--- src/rtl/div_pkg.sv ---
// Shared constants for the multi-cycle divider: state encoding, handshake levels, default widths.
package div_pkg;

    localparam int DEF_DATA_W = 32;
    localparam int DEF_CNT_W  = 6;

    typedef enum logic [1:0] {
        DIV_FREE   = 2'b00,
        DIV_BYZERO = 2'b01,
        DIV_ON     = 2'b10,
        DIV_END    = 2'b11
    } div_state_t;

    localparam logic DIV_RESULT_READY     = 1'b1;
    localparam logic DIV_RESULT_NOT_READY = 1'b0;
    localparam logic DIV_START            = 1'b1;
    localparam logic DIV_STOP             = 1'b0;

endpackage

--- src/rtl/div_step.sv ---
// One restoring shift-subtract iteration: shift in the next dividend bit, trial-subtract the divisor.
module div_step
    import div_pkg::*;
#(
    parameter int DATA_W = DEF_DATA_W
) (
    input  logic [DATA_W:0]   rem,
    input  logic [DATA_W-1:0] divisor,
    input  logic              dividend_bit,
    output logic [DATA_W:0]   rem_next,
    output logic              quotient_bit
);

    logic [DATA_W+1:0] shifted;
    logic [DATA_W+1:0] trial;

    always_comb begin
        shifted      = {rem, dividend_bit};
        trial        = shifted - {2'b00, divisor};
        // top bit of the trial difference is the borrow: set means the divisor did not fit
        quotient_bit = ~trial[DATA_W+1];
        rem_next     = quotient_bit ? trial[DATA_W:0] : shifted[DATA_W:0];
    end

endmodule

--- src/rtl/div.sv ---
// Multi-cycle signed/unsigned integer divider returning {remainder, quotient}.
// Optional macro DIV_EARLY_OUT_EN: short path when |divisor| > |dividend|.
//
// state      | meaning
// DIV_FREE   | idle, waiting for start_i (annul_i blocks acceptance)
// DIV_BYZERO | one-cycle short path (zero divisor or early-out)
// DIV_ON     | DATA_W shift-subtract steps, then sign fix-up
// DIV_END    | result valid, held until start_i drops
module div
    import div_pkg::*;
#(
    parameter int DATA_W = DEF_DATA_W,
    parameter int CNT_W  = DEF_CNT_W
) (
    input  logic                  clk,
    input  logic                  rst,
    input  logic                  signed_div_i,
    input  logic [DATA_W-1:0]     opdata1_i,
    input  logic [DATA_W-1:0]     opdata2_i,
    input  logic                  start_i,
    input  logic                  annul_i,
    output logic [2*DATA_W-1:0]   result_o,
    output logic                  ready_o
);

    div_state_t        state;
    logic [CNT_W-1:0]  cnt;
    logic [DATA_W:0]   rem;
    logic [DATA_W:0]   rem_next;
    logic [DATA_W-1:0] dvd;
    logic [DATA_W-1:0] dvs;
    logic [DATA_W-1:0] quo;
    logic              q_bit;
    logic              neg_q;
    logic              neg_r;
    logic [DATA_W-1:0] mag1;
    logic [DATA_W-1:0] mag2;
    logic [DATA_W-1:0] quo_fix;
    logic [DATA_W-1:0] rem_fix;
`ifdef DIV_EARLY_OUT_EN
    logic              early;
    logic [DATA_W-1:0] early_rem;
`endif

    function automatic logic [DATA_W-1:0] magnitude(input logic [DATA_W-1:0] v,
                                                    input logic is_signed);
        // the most negative value maps onto itself, which is correct read as unsigned
        return (is_signed && v[DATA_W-1]) ? (~v + DATA_W'(1)) : v;
    endfunction

    always_comb begin
        mag1    = magnitude(opdata1_i, signed_div_i);
        mag2    = magnitude(opdata2_i, signed_div_i);
        quo_fix = neg_q ? (~quo + DATA_W'(1)) : quo;
        rem_fix = neg_r ? (~rem[DATA_W-1:0] + DATA_W'(1)) : rem[DATA_W-1:0];
    end

    div_step #(.DATA_W(DATA_W)) u_step (
        .rem          (rem),
        .divisor      (dvs),
        .dividend_bit (dvd[DATA_W-1]),
        .rem_next     (rem_next),
        .quotient_bit (q_bit)
    );

    always_ff @(posedge clk) begin
        if (rst) begin
            state     <= DIV_FREE;
            cnt       <= '0;
            rem       <= '0;
            dvd       <= '0;
            dvs       <= '0;
            quo       <= '0;
            neg_q     <= 1'b0;
            neg_r     <= 1'b0;
            result_o  <= '0;
            ready_o   <= DIV_RESULT_NOT_READY;
`ifdef DIV_EARLY_OUT_EN
            early     <= 1'b0;
            early_rem <= '0;
`endif
        end else begin
            case (state)
                DIV_FREE: begin
                    ready_o  <= DIV_RESULT_NOT_READY;
                    result_o <= '0;
                    if (start_i == DIV_START && !annul_i) begin
                        neg_q <= signed_div_i & (opdata1_i[DATA_W-1] ^ opdata2_i[DATA_W-1]);
                        neg_r <= signed_div_i & opdata1_i[DATA_W-1];
                        if (opdata2_i == '0) begin
                            state <= DIV_BYZERO;
`ifdef DIV_EARLY_OUT_EN
                            early <= 1'b0;
                        end else if (mag2 > mag1) begin
                            // quotient is zero and the remainder is the dividend itself
                            state     <= DIV_BYZERO;
                            early     <= 1'b1;
                            early_rem <= opdata1_i;
`endif
                        end else begin
                            state <= DIV_ON;
                            cnt   <= '0;
                            rem   <= '0;
                            dvd   <= mag1;
                            dvs   <= mag2;
                            quo   <= '0;
                        end
                    end
                end
                DIV_BYZERO: begin
                    state   <= DIV_END;
                    ready_o <= DIV_RESULT_READY;
`ifdef DIV_EARLY_OUT_EN
                    result_o <= early ? {early_rem, {DATA_W{1'b0}}} : '0;
`else
                    result_o <= '0;
`endif
                end
                DIV_ON: begin
                    if (annul_i) begin
                        state <= DIV_FREE;
                        cnt   <= '0;
                    end else if (cnt != CNT_W'(DATA_W)) begin
                        rem <= rem_next;
                        dvd <= {dvd[DATA_W-2:0], 1'b0};
                        quo <= {quo[DATA_W-2:0], q_bit};
                        cnt <= cnt + CNT_W'(1);
                    end else begin
                        result_o <= {rem_fix, quo_fix};
                        ready_o  <= DIV_RESULT_READY;
                        state    <= DIV_END;
                        cnt      <= '0;
                    end
                end
                DIV_END: begin
                    if (start_i == DIV_STOP) begin
                        state    <= DIV_FREE;
                        ready_o  <= DIV_RESULT_NOT_READY;
                        result_o <= '0;
                    end
                end
                default: state <= DIV_FREE;
            endcase
        end
    end

endmodule
--- config.mk ---
export PLATFORM = sky130hd
export DESIGN_NAME = div
export DESIGN_NICKNAME = d
export VERILOG_FILES = /design/src/rtl/div_pkg.sv /design/src/rtl/div_step.sv /design/src/rtl/div.sv
export SDC_FILE = /design/constraint.sdc
export NUM_CORES = 1
export LEC_CHECK = 0
export ABC_CLOCK_PERIOD_IN_PS = 2710
export CAP_MARGIN = 20
export CORE_MARGIN = 2
export CORE_UTILIZATION = 50
export CTS_BUF_LIST = sky130_fd_sc_hd__clkbuf_16
export CTS_CLUSTER_DIAMETER = 60
export CTS_CLUSTER_SIZE = 20
export DETAILED_ROUTE_END_ITERATION = 12
export PLACE_DENSITY_LB_ADDON = 0.05
export SETUP_SLACK_MARGIN = 0.3
export SYNTH_ARGS = -nofsm -noshare
export SYNTH_HDL_FRONTEND = slang
export SYNTH_HIERARCHICAL = 1
export SYNTH_SLANG_ARGS = --single-unit
--- constraint.sdc ---
create_clock -name clk -period 2.71 [get_ports clk]
set_input_delay 0.542 -clock clk [delete_from_list [all_inputs] [get_ports clk]]
set_output_delay 0.542 -clock clk [all_outputs]
set_load 0.005 [all_outputs]
# Yosys cells after proc, flatten, opt, wreduce, memory -nomap -nowiden
# Cells that the tools add are included.
dict set report word_totals {
  regBits 204
  in_bits 69
  out_inout_bits 65
  elab_cells 89
}
dict set report op_classes {
  add_sub_neg 6
  eq_ne 11
  n_mux 39
  n_bitwise 9
  reduce_logical 14
}
# operator n
set ops {}
lappend ops {{two-way mux 32 bit} 12}
lappend ops {{two-way mux 64 bit} 3}
lappend ops {{case mux 64 bit (3 select lines)} 1}
lappend ops {{two-way mux 33 bit} 5}
lappend ops {{adder 32 x 1 -> 32 bit, second input constant} 4}
lappend ops {{NOT 32 bit} 4}
lappend ops {{case mux 32 bit (2 select lines)} 2}
lappend ops {{case mux 33 bit (2 select lines)} 1}
lappend ops {{subtractor 34 x 32 -> 34 bit} 1}
lappend ops {{zero test 32 bit} 1}
lappend ops {{two-way mux 6 bit} 4}
lappend ops {{!= test 2 bit, second input constant} 6}
lappend ops {{case mux 6 bit (2 select lines)} 1}
lappend ops {{AND reduction 3 bit} 4}
lappend ops {{two-way mux 2 bit} 5}
lappend ops {{case mux 2 bit (4 select lines)} 1}
lappend ops {{adder 6 x 1 -> 6 bit, second input constant} 1}
lappend ops {{!= test 6 bit, second input constant} 1}
lappend ops {{AND reduction 5 bit} 1}
lappend ops {{== test 2 bit, second input constant} 2}
lappend ops {{case mux 1 bit (4 select lines)} 1}
lappend ops {{logical AND 1 bit} 3}
lappend ops {{two-way mux 1 bit} 3}
lappend ops {{!= test 3 bit, second input constant} 1}
lappend ops {{9 further kinds} 11}

# Longest topological paths before layout
# Gate-level depths: netlist of the first run.
dict set report depth {
  word_depth 6
  depth_mapped 16
}

# Cells and area by module
# The synthesis of the first run kept the hierarchy.
# mod instances cells_per_inst area_each_um2 seq_area_each_um2
set modules_own_cells {}
lappend modules_own_cells {div 1 1299 10249.8 4083.9}
lappend modules_own_cells {div_step 1 306 2213.4 0.0}

# Least setup slack after synthesis of the first run
# OpenSTA, ideal clock, no wires.
dict set report synth_timing {
  kind {register -> register}
  from {register rem[6]}
  to {register rem[27]}
  setup_time_ps 132
  arrival_ps 2866
  required_time_ps 2578
  setup_slack_ps -288
  stages_incl_launch_ff 14
  n_path_buf 2
  cell_sequence {dfxtp_1 -> ha_1 -> clkbuf_1 -> nand2_1 -> or3b_1 -> a211oi_2 -> o31ai_1 -> and3_4 -> o31ai_4 -> xor2_1 -> buf_4 -> mux2_2 -> nand3_1 -> a21oi_1}
}
dict set report synth_via {
  elab_chain_len 5
}
# item line
set synth_rtl {}
lappend synth_rtl {{start, declared} div.sv:28} ;# logic [DATA_W:0] rem;
lappend synth_rtl {{start signal, assigned} div.sv:124} ;# rem <= rem_next;
lappend synth_rtl {{subtractor 34 x 32 -> 34 bit} div_step.sv:19} ;# trial = shifted - {2'b00, divisor};
lappend synth_rtl {{two-way mux 33 bit} div_step.sv:22} ;# rem_next = quotient_bit ? trial[DATA_W:0] : shifted[DATA_W:0];
lappend synth_rtl {{via rem_next[27]} div.sv:29} ;# logic [DATA_W:0] rem_next;
lappend synth_rtl {{two-way mux 33 bit} div.sv:123} ;# end else if (cnt != CNT_W'(DATA_W)) begin
lappend synth_rtl {{two-way mux 33 bit} div.sv:120} ;# if (annul_i) begin
lappend synth_rtl {{case mux 33 bit (2 select lines)} div.sv:83} ;# case (state)
# The timed path passes the listed nets, and every way through them passes these cells. The select of a mux whose other input is x is not followed.
# A chain may end at the register's enable or synchronous reset.

# Final worst setup path of the first run
dict set report layout_timing {
  from {register rem[7]}
  to {register rem[30]}
}
# The elaborated chain is that of the path after synthesis.

==> run summary, run 1 <==
============================================================================================
Result of the run                                                               finished, violations left
Failing checks                                                                  setup timing
Synth Cell Area                                                                 0.01246 sq mm
Unrepaired setup endpoints after global routing                                          yes
Post-Synth Adder-Cell Area                                                           0.04477
Area added between synthesis and finish                                               41.44%
Clock latency of the later-clocked register in the worst-skew pair                   0.53 ns
Maximum buffer depth of the clock tree                                                     3
Number of violations of the max-capacitance limit                                          0
Count of nets after finishing                                                          2,029
Clk sink count                                                                           204
Gr usage total                                                                        0.2589
Crit path setup slack, layout                                                     -0.4375 ns
Leakage power summed over all cells                                                 7.038 nW
Crit-path max FO                                                                           8
Final-report setup violation count                                                        34
Launching element type of the critical path                                             flop
Vias/cell                                                                              5.582
Net count after synthesis                                                              1,718
Period minus WS final                                                               3.148 ns
Drt total wl                                                                    35,800 microns
Parity-gate share of the synthesized area counting xor and xnor cells                 0.1019
Required time of the critical path                                                   3.16 ns
Initial antenna violation count                                                            0
Die outline width                                                               161.9 microns
Minimum setup slack among reg-to-reg paths                                          -0.44 ns
Nature of the critical path endpoint                                                    flop
Maximum number of pins on one net before global-route repair                             107
Multiplexer fraction of the synthesized cell area                                    0.02741
Number of warning messages in the yosys log                                                6
Clock tree from TritonCTS                                                              built
Most frequent cells in the layout                                               231 x nand2_1, 221 x buf_4, 186 x dfxtp_1, 137 x a21oi_1, 126 x clkdlybuf4s50_1
Remaining number of nets flagged by the antenna check after routing                        0
Power per standard cell area                                                    589.5 mW/mm^2
Most common cell after layout, fill and taps aside                                   nand2_1
Global-route wire length before repair                                          56,790 microns
Clock transition at the registers of the reported paths                              0.07 ns
Share of flip-flops with an asynchronous set or reset after synthesis                      0
Number of standard cells after synthesis                                               1,605
Number of synthesized register bits                                                      204
Flip-flop and latch area                                                        0.004111 sq mm
Overall power                                                                      0.01039 W
GR Layer Usage met2                                                                   0.4360
Maximum vdd drop                                                                   0.4730 mV
First drt pass iteration count                                                             7
Average instance area after synthesis                                            7.765 sq um
Count of buffers from port buffering                                                     133
Cell chosen for the clock root                                                     clkbuf_16
Count of pins over their slew limit                                                        0
Chip height                                                                     161.9 microns
Data arrival time of the worst path                                                  3.59 ns
Core Footprint                                                                  0.02439 sq mm
Clock H-tree levels                                                                        1
Utilization after layout                                                              0.7227
CTS buffer count                                                                          22
Via count of the first global-routing pass                                            11,735
GRT met3 Usage                                                                       0.02783
Global route overflow                                                                      0
Number of hold-slack violations in the final timing report                                 0
Fill cell total of the finished layout                                                 1,989
Num ports                                                                                134
Number of design rule violations left after detail routing                                 0
Hold buffer count at cts                                                                   0
Die area                                                                        0.02621 sq mm
Grt met1 use                                                                          0.3578
Slew at the pin closest to its max-slew limit                                      0.8120 ns
Layer with the highest usage                                                            met2
Row count                                                                                 57
Max Clk Rate                                                                      0.3177 GHz
Top_reg_cell synth                                                                   dfxtp_1
Combinational family with the most area after synthesis                         compound AO/OA/AOI/OAI gates
Vias                                                                                  12,592
Share of the cycle needed by the critical path after routing                           1.161
Post-placement cell count                                                              2,181
Number of enable-type register cells in the synthesized netlist                            0
Final clock skew                                                                  0.02163 ns
Basic-gate share of the synthesized area counting and, or, nand and nor cells         0.2110
Final non-filler cell total                                                            2,256
Routed len/inst                                                                 15.87 microns
Share of final-layout standard cells stronger than drive strength 1                   0.2443
Starting density of the core                                                          0.5110
Normalized max-slew margin                                                            0.4579
DRT iter0 DRCs                                                                           820
Class of the tightest hold or removal check                                           in2reg
Half-perimeter wire length of the detailed placement result                     24,860 microns
Multi-input logic area                                                          0.008428 sq mm
Number of library cell types mapped by synthesis                                          71
Number of antenna diodes                                                                   0
Crit path kind                                                                       reg2reg
Last weighted congestion value of the routability-driven placer                       0.9166
Post-synthesis compound-gate area fraction                                            0.2288
Seq/Total Area, Yosys                                                                 0.3277
============================================================================================
[critical path, stage by stage (launching register included)]
cell and delay [ns]:
dfxtp_4 0.37, ha_4 0.28, and3_4 0.18, or3b_4 0.38, a211oi_4 0.21, o31ai_2 0.09
and3_4 0.21, o31ai_4 0.31, xor2_4 0.20, buf_6 0.17, buf_16 0.15, buf_6 0.10
nor2_2 0.03, a21oi_2 0.09, nand3_1 0.11, a21oi_2 0.18
[final timing paths]
kind                start           end  depth (start not counted)
hold reg to reg   dvd[24]       dvd[24]                          2
setup reg to reg   rem[7]       rem[30]                         15
hold / removal        rst  result_o[32]                          2
setup / recovery   rem[7]       rem[30]                         15
[stage by stage]
| step | worst slack, ns | area, sq um | TNS, ns | hold slack [ns] |
|---|---|---|---|---|
| after floorplan | -0.1242 | 12680 | -3.160 | 0.4268 |
| after global placement | -0.3491 | 15810 | -32.96 | 0.4341 |
| after detailed placement | -0.3932 | 15810 | -36.80 | 0.4412 |
| after CTS | -0.3809 | 17110 | -11.29 | 0.3817 |
| after global routing | -0.6034 | 17630 | -17.79 | 0.4107 |
| final | -0.4375 | 17630 | -13.42 | 0.4217 |
[per-layer routing]
layer,vias to the layer above,wire length [microns],share of wire
met5,-,0,0
met4,0,597,0.017
met3,50,1820,0.051
met2,306,16880,0.47
li1,6312,-,-
met1,5924,16500,0.46
[repair_timing]
action	in CTS	in global routing
resized for setup	62	88
endpoints found under the setup margin	109	163
setup buffers	16	7
cloned	6	5
pin swaps	11	44
[power breakdown]
group / internal, W / switching (W) / total [W]
Combinational: 0.00174 / 0.00216 / 0.00389
Clock: 0.00171 / 0.00150 / 0.00321
Sequential: 0.00318 / 0.000106 / 0.00329
[cells by family after synthesis]
| logic type | count (synthesis) |
|---|---|
| compound gates | 454 |
| fa+ha+maj | 44 |
| flops | 204 |
| mux | 31 |
| simple gates | 553 |
| xor+xnor | 145 |
| buf+inv | 174 |
[final cells by class]
type	count	area share
Clock buffer	22	0.03123
Clock inverter	18	0.01299
Inverter	68	0.01448
Multi-Input combinational cell	1231	0.4781
Sequential cell	204	0.2332
Tap cell	324	0.02300
Timing Repair Buffer	389	0.2070
[synthesized netlist by cell type (4+ instances only)]
master / count / area (sq um)
a41oi_1: 5 / 43.79
ha_1: 43 / 538.0
or4_1: 13 / 97.59
mux2_1: 20 / 225.2
buf_4: 4 / 30.03
a21oi_1: 154 / 770.7
xnor2_1: 59 / 516.8
nor4_1: 16 / 100.1
o41ai_1: 15 / 131.4
a211oi_1: 35 / 262.8
mux2i_1: 6 / 60.06
xor2_1: 86 / 753.2
o21bai_1: 4 / 30.03
clkbuf_1: 77 / 289.0
nor2b_1: 7 / 43.79
nand2b_1: 25 / 156.4
and3_1: 4 / 25.02
a22oi_1: 7 / 52.55
buf_1: 7 / 26.28
dfxtp_1: 204 / 4084
mux2_2: 5 / 56.30
nand3_1: 88 / 440.4
nor2_1: 86 / 322.8
buf_2: 12 / 60.06
or3_1: 17 / 106.4
inv_1: 67 / 251.5
o21a_1: 5 / 37.54
nor3_1: 28 / 140.1
and2_1: 6 / 37.54
a31oi_1: 18 / 112.6
buf_6: 6 / 67.56
o211ai_1: 19 / 142.6
nand2_1: 231 / 867.1
a21o_1: 28 / 210.2
nor4b_1: 4 / 35.03
o31ai_1: 33 / 247.7
nand4_1: 9 / 56.30
o32ai_1: 4 / 35.03
or2_2: 6 / 37.54
o21ai_0: 95 / 475.5
[sequential cells by signal, indices dropped and copies added (netlist names)]
register / cells
neg_r: 1
neg_q: 1
ready_o: 1
dvd: 32
cnt: 6
dvs: 32
quo: 32
rem: 33
result_o: 64
state: 2
No activity file was read; power rests on OpenSTA's default activity.
==> run 2, diff against run 1 <==
Settings changed: CTS_CLUSTER_DIAMETER 60 to not set.
==> run summary, run 2 (synthesized netlist as in run 1, its figures left out) <==
==================================================================================
Post-placement cell count                                                    2,181   unchanged
Number of antenna diodes                                                         0   unchanged
CTS buffer count                                                                23   +4.5%
Share of final-layout standard cells stronger than drive strength 1         0.2426   -0.001663
Most common cell after layout, fill and taps aside                           buf_4
Register bank with the most flops                                         result_o
Final clock skew                                                        0.01126 ns   -0.01037 ns
Number of design rule violations left after detail routing                       0   unchanged
Unrepaired setup endpoints after global routing                                yes
Row count                                                                       57   unchanged
Num ports                                                                      134   unchanged
R2r worst-path depth                                                            15   unchanged
Via count of the first global-routing pass                                  11,681   -0.46%
Hold depth                                                                       2   unchanged
Maximum vdd drop                                                         0.4480 mV   -5.3%
Minimum setup slack among reg-to-reg paths                                -0.47 ns   -0.03 ns
Crit path kind                                                             reg2reg
Nature of the critical path endpoint                                          flop
Remaining number of nets flagged by the antenna check after routing              0   unchanged
Number of violations of the max-capacitance limit                                0   unchanged
Layer with the highest usage                                                  met2
Clk sink count                                                                 204   unchanged
Die outline width                                                     161.9 microns   unchanged
Endpoint of the lowest-slack register-to-register path                     rem[23]
Vias/cell                                                                    5.542   -0.71%
Last weighted congestion value of the routability-driven placer             0.9166   unchanged
Overall power                                                            0.01012 W   -2.6%
Utilization after layout                                                    0.7216   -0.001128
Clock tree from TritonCTS                                                    built
Required time of the critical path                                         3.10 ns   -0.06 ns
GR Layer Usage met2                                                         0.4315   -0.004449
Global-route wire length before repair                                56,570 microns   -0.39%
GRT met3 Usage                                                             0.03064   +0.002809
Final-report setup violation count                                              34   unchanged
First drt pass iteration count                                                   5   -2
Count of pins over their slew limit                                              0   unchanged
Period minus WS final                                                     3.179 ns   +0.03165 ns
Gr usage total                                                              0.2577   -0.001144
Initial antenna violation count                                                  0   unchanged
Origin of the critical flop-to-flop path                                   dvs[10]
Result of the run                                                     finished, violations left
Count of buffers from port buffering                                           133   unchanged
Vias                                                                        12,530   -0.49%
Half-perimeter wire length of the detailed placement result           24,860 microns   unchanged
Drt total wl                                                          35,680 microns   -0.32%
Clock H-tree levels                                                              1   unchanged
Clock latency of the later-clocked register in the worst-skew pair         0.53 ns   about the same
Final non-filler cell total                                                  2,261   +0.22%
Max reg flops                                                                   64   unchanged
Power per standard cell area                                          574.8 mW/mm^2   -2.5%
Die area                                                              0.02621 sq mm   unchanged
Maximum buffer depth of the clock tree                                           3   unchanged
Area added between synthesis and finish                                     41.22%
Core Footprint                                                        0.02439 sq mm   unchanged
Crit-path max FO                                                                 8   unchanged
Max Clk Rate                                                            0.3145 GHz   -1.0%
Failing checks                                                        setup timing
Share of the cycle needed by the critical path after routing                 1.173   +0.01168
Fill cell total of the finished layout                                       2,016   +1.4%
Maximum number of pins on one net before global-route repair                   107   unchanged
Starting density of the core                                                0.5110   unchanged
Clock transition at the registers of the reported paths                    0.06 ns   about the same
Number of hold-slack violations in the final timing report                       0   unchanged
Place WS                                                                -0.3932 ns   unchanged
Registers with the most flip-flops                                    result_o: 64 flops, rem: 33 flops
Class of the tightest hold or removal check                                 in2reg
Chip height                                                           161.9 microns   unchanged
Routed len/inst                                                       15.78 microns   -0.54%
Grt met1 use                                                                0.3535   -0.004362
Launching element type of the critical path                                   flop
Final design instance area without fill                               0.01760 sq mm   -0.16%
Crit path setup slack, layout                                           -0.4692 ns   -0.03165 ns
Cell Area, Placed                                                     0.01581 sq mm   unchanged
Count of nets after finishing                                                2,035   +0.30%
Most frequent cells in the layout                                     228 x buf_4, 227 x nand2_1, 186 x dfxtp_1, 134 x a21oi_1, 120 x clkdlybuf4s50_1
End point of the worst hold path                                       result_o[0]
Hold path startpoint                                                           rst
Global route overflow                                                            0   unchanged
Slew at the pin closest to its max-slew limit                            0.8657 ns   +0.05366 ns
DRT iter0 DRCs                                                                 783   -4.5%
Cell chosen for the clock root                                           clkbuf_16
Normalized max-slew margin                                                  0.4221   -0.03582
Data arrival time of the worst path                                        3.57 ns   -0.02 ns
Leakage power summed over all cells                                       7.092 nW   +0.77%
==================================================================================
[run 2: cell count changes in the layout (fill, tap and decap cells not counted), sizes merged]
cell / change
inv: -4
clkinv: +4
dlymetal6s2s: -1
nor2: -4
clkdlybuf4s15: +1
dlygate4sd2: +4
clkinvlp: -1
buf: +8
bufbuf: +1
clkdlybuf4s50: -6
clkbuf: +3
[run 2: where the power goes]
group          switching (W)  internal (W)  leakage [nW]
clock network        0.00125       0.00164         0.372
registers           0.000104       0.00319          1.66
logic                0.00213       0.00181          5.06
total                0.00348       0.00664          7.09
[run 2: area by class of cell]
| class | instances | area (sq um) | share of cell area |
|---|---|---|---|
| clock buffers | 23 | 575.6 | 0.03270 |
| well taps | 324 | 405.4 | 0.02303 |
| flip-flops and latches | 204 | 4109 | 0.2335 |
| clock inverters | 17 | 116.4 | 0.006611 |
| repair buffers | 398 | 3750 | 0.2131 |
| multi-input cells | 1227 | 8389 | 0.4766 |
| inverters | 68 | 255.2 | 0.01450 |
[run 2: how the worst max path moves through the flow]
stage,from,endpoint,slack [ns],cells past startpoint
floorplan,rem[5],rem[31],-0.12,13
global placement,dvs[12],rem[27],-0.35,13
detailed placement,dvs[10],rem[9],-0.39,13
CTS,dvs[12],rem[27],-0.38,14
global route,dvs[10],rem[30],-0.61,17
finish,dvs[10],rem[23],-0.47,15
[run 2: timing repair]
action / CTS / global route
cloned: 6 / 2
buffers inserted: 16 / 14
setup endpoints to repair: 108 / 134
pin swaps: 21 / 39
hold buffers: 0 / 0
resized for setup: 57 / 96
[run 2: metal layers]
layer,part of all wire,wire length [microns]
met1,0.46,16290
met2,0.47,16720
met3,0.057,2019
met4,0.018,646
met5,0,0
[run 2: critical path: stages (launching register included)]
cell and delay [ns]:
dfxtp_2 0.33, inv_2 0.04, ha_4 0.26, buf_4 0.10, nand2_1 0.05, or3_4 0.39, a21oi_2 0.24, o31ai_2 0.10
and3_4 0.21, o31ai_4 0.32, xor2_4 0.20, buf_6 0.17, buf_16 0.14, mux2_4 0.30, nand3_1 0.09, a21oi_1 0.09
[run 2: stage by stage]
stage               hold WS (ns)  TNS [ns]
floorplan                 0.4268    -3.160
global placement          0.4341    -32.96
global route              0.4066    -18.13
CTS                       0.3849    -11.57
detailed placement        0.4412    -36.80
finish                    0.4178    -13.73
==> run 3, diff against run 2 <==
Settings changed: PLACE_DENSITY set to 0.75, PLACE_DENSITY_LB_ADDON 0.05 to not set.
==> run summary, run 3 (synthesized netlist as in run 1, its figures left out) <==
==================================================================================
Result of the run                                                     finished, violations left
Failing checks                                                        setup timing
Worst path buffer plus inverter count                                            3   -1
Count of nets after finishing                                                2,026   -0.44%
Most common cell after layout, fill and taps aside                         nand2_1
Maximum buffer depth of the clock tree                                           3   unchanged
Final clock skew                                                        0.02330 ns   +0.01204 ns
Final-report setup violation count                                              34   unchanged
Max Clk Rate                                                            0.3100 GHz   -1.4%
Worst path cell trace                                                 ha_4, and3_4, or3b_4, a211oi_4, o31ai_1, and3_4, o31ai_4, xor2_4, buf_6, buf_12, buf_4, mux2_4, nand3_2, a21oi_2
DRT iter0 DRCs                                                                 919   +17%
Row count                                                                       57   unchanged
Period minus WS final                                                     3.226 ns   +0.04651 ns
Remaining number of nets flagged by the antenna check after routing              0   unchanged
Number of violations of the max-capacitance limit                                0   unchanged
Leakage power summed over all cells                                       7.143 nW   +0.72%
Slowest stage cell, crit path                                               or3b_4
Die outline width                                                     161.9 microns   unchanged
Multi-input logic area                                                0.008325 sq mm   -0.76%
Total negative slack                                                     -14.91 ns   -1.178 ns
Class of the tightest hold or removal check                                 in2reg
Last weighted congestion value of the routability-driven placer             0.8894   -3.0%
Post-placement cell count                                                    2,169   -0.55%
Share of the cycle needed by the critical path after routing                 1.190   +0.01716
Global-route wire length before repair                                60,200 microns   +6.4%
Origin of the critical flop-to-flop path                                    rem[8]
Number of design rule violations left after detail routing                       0   unchanged
CP dominant cell by count                                                   and3_4
Via count of the first global-routing pass                                  12,240   +4.8%
Crit-path max FO                                                                 5   -3
Maximum number of pins on one net before global-route repair                   128   +20%
Share of final-layout standard cells stronger than drive strength 1         0.2326   -0.01000
Final non-filler cell total                                                  2,254   -0.31%
CP Depth                                                                        14   -1
Count of pins over their slew limit                                              0   unchanged
Hold buffer count at cts                                                         0   unchanged
Endpoint of the lowest-slack register-to-register path                      rem[2]
Max reg flops                                                                   64   unchanged
R2r worst-path depth                                                            14   -1
Half-perimeter wire length of the detailed placement result           25,210 microns   +1.4%
Count of buffers from port buffering                                           133   unchanged
Nature of the critical path endpoint                                          flop
First drt pass iteration count                                                   5   unchanged
Area added between synthesis and finish                                     40.69%
Initial antenna violation count                                                  0   unchanged
Slew at the pin closest to its max-slew limit                             1.039 ns   +0.1732 ns
Vias/cell                                                                    5.760   +3.9%
Chip height                                                           161.9 microns   unchanged
Number of hold-slack violations in the final timing report                       0   unchanged
Normalized max-slew margin                                                  0.3058   -0.1163
Cell Area, Placed                                                     0.01567 sq mm   -0.89%
Unrepaired setup endpoints after global routing                                yes
Number of antenna diodes                                                         0   unchanged
Clk sink count                                                                 204   unchanged
Crit path kind                                                             reg2reg
Most frequent cells in the layout                                     230 x nand2_1, 220 x buf_4, 184 x dfxtp_1, 142 x a21oi_1, 113 x clkdlybuf4s50_1
Maximum vdd drop                                                         0.5596 mV   +25%
Clock H-tree levels                                                              1   unchanged
Global route overflow                                                            0   unchanged
Final design instance area without fill                               0.01753 sq mm   -0.38%
Top cell family by delay on the critical path                         simple AND/OR/NAND/NOR gates
Clock transition at the registers of the reported paths                    0.06 ns   about the same
CTS buffer count                                                                23   unchanged
Launching element type of the critical path                                   flop
Routed len/inst                                                       16.99 microns   +7.6%
Power per standard cell area                                          600.4 mW/mm^2   +4.4%
Endpoint of the most critical setup path                                    rem[2]
Num ports                                                                      134   unchanged
Minimum setup slack among reg-to-reg paths                                -0.52 ns   -0.05 ns
Clock latency of the later-clocked register in the worst-skew pair         0.54 ns   about the same
Registers with the most flip-flops                                    result_o: 64 flops, rem: 33 flops
Die area                                                              0.02621 sq mm   unchanged
Required time of the critical path                                         3.09 ns   about the same
Cell chosen for the clock root                                           clkbuf_16
Register bank with the most flops                                         result_o
Clock tree from TritonCTS                                                    built
Crit path setup slack, layout                                           -0.5157 ns   -0.04650 ns
Data arrival time of the worst path                                        3.60 ns   +0.03 ns
Crit. Startpoint                                                            rem[8]
Utilization after layout                                                    0.7189   -0.002719
CP max stage delay                                                         0.39 ns   about the same
Starting density of the core                                                0.5110   unchanged
Flip-flop and latch area                                              0.004111 sq mm   about the same
Fill cell total of the finished layout                                       1,898   -5.9%
Core Footprint                                                        0.02439 sq mm   unchanged
Drt total wl                                                          38,290 microns   +7.3%
Gr usage total                                                              0.2752   +0.01745
Vias                                                                        12,983   +3.6%
==================================================================================
run 3: changes by cell type in the layout (fill, tap and decap cells not counted), moves of 4 or more:
cell | before | now
dlymetal6s2s_1 | 5 | 10
a21oi_2 | 19 | 10
inv_1 | 66 | 62
nand3_1 | 73 | 80
buf_4 | 228 | 220
clkdlybuf4s50_1 | 120 | 113
nand3_2 | 15 | 8
a21oi_1 | 134 | 142
buf_12 | 16 | 10
run 3: per-stage QoR:
stage	power (W)	worst slack [ns]	hold WS, ns
finish	0.01053	-0.5157	0.4268
global route	0.01098	-0.5813	0.4481
CTS	0.01033	-0.4138	0.4120
detailed placement	0.006616	-0.4736	0.4396
global placement	0.006531	-0.3668	0.4332
floorplan	0.005500	-0.1242	0.4268
run 3: area by class of cell:
class,count,share of cell area
clock buffer,23,0.03282
clock inverter,19,0.01199
inverter,68,0.01456
multi-input combinational,1229,0.4748
sequential,204,0.2345
tap,324,0.02312
timing repair buffer,387,0.2082
run 3: power by group:
group          total (W)  internal [W]  switching [W]
registers        0.00330       0.00319       0.000109
clock network    0.00327       0.00194        0.00133
logic            0.00396       0.00176        0.00220
total             0.0105       0.00690        0.00363
run 3: layer usage:
layer  global-route usage  vias up  wire, microns
li1                     -     6300              -
met1               0.3632     6136          16720
met2               0.4743      469          18390
met3              0.02758       78           2131
met4              0.08729        0           1046
met5                    0        -              0
run 3: how the worst min path moves through the flow:
stage / from / endpoint / slack [ns] / depth (start not counted)
2_1_floorplan: dvd[13] / dvd[13] / 0.43 / 2
3_3_place_gp: result_o[53] / result_o[53] / 0.43 / 2
3_5_place_dp: dvd[13] / dvd[13] / 0.44 / 2
4_1_cts: rst / result_o[38] / 0.41 / 2
5_1_grt: rst / result_o[38] / 0.45 / 2
6_report: rst / result_o[38] / 0.43 / 2
run 3: what timing repair did:
item	4_1_cts	5_1_grt
resized for setup	70	78
setup endpoints to repair	142	151
cloned	12	3
hold endpoints to repair	0	0
pin swaps	28	33
setup buffers	20	8
run 3: worst register-to-register path: cells and delay by family, from the launching register on:
family	cells	cell delay [ns]
simple gates	4	0.87
flops	1	0.36
buf+inv	3	0.36
xor+xnor	1	0.25
mux	1	0.29
fa+ha+maj	1	0.27
compound gates	4	0.65
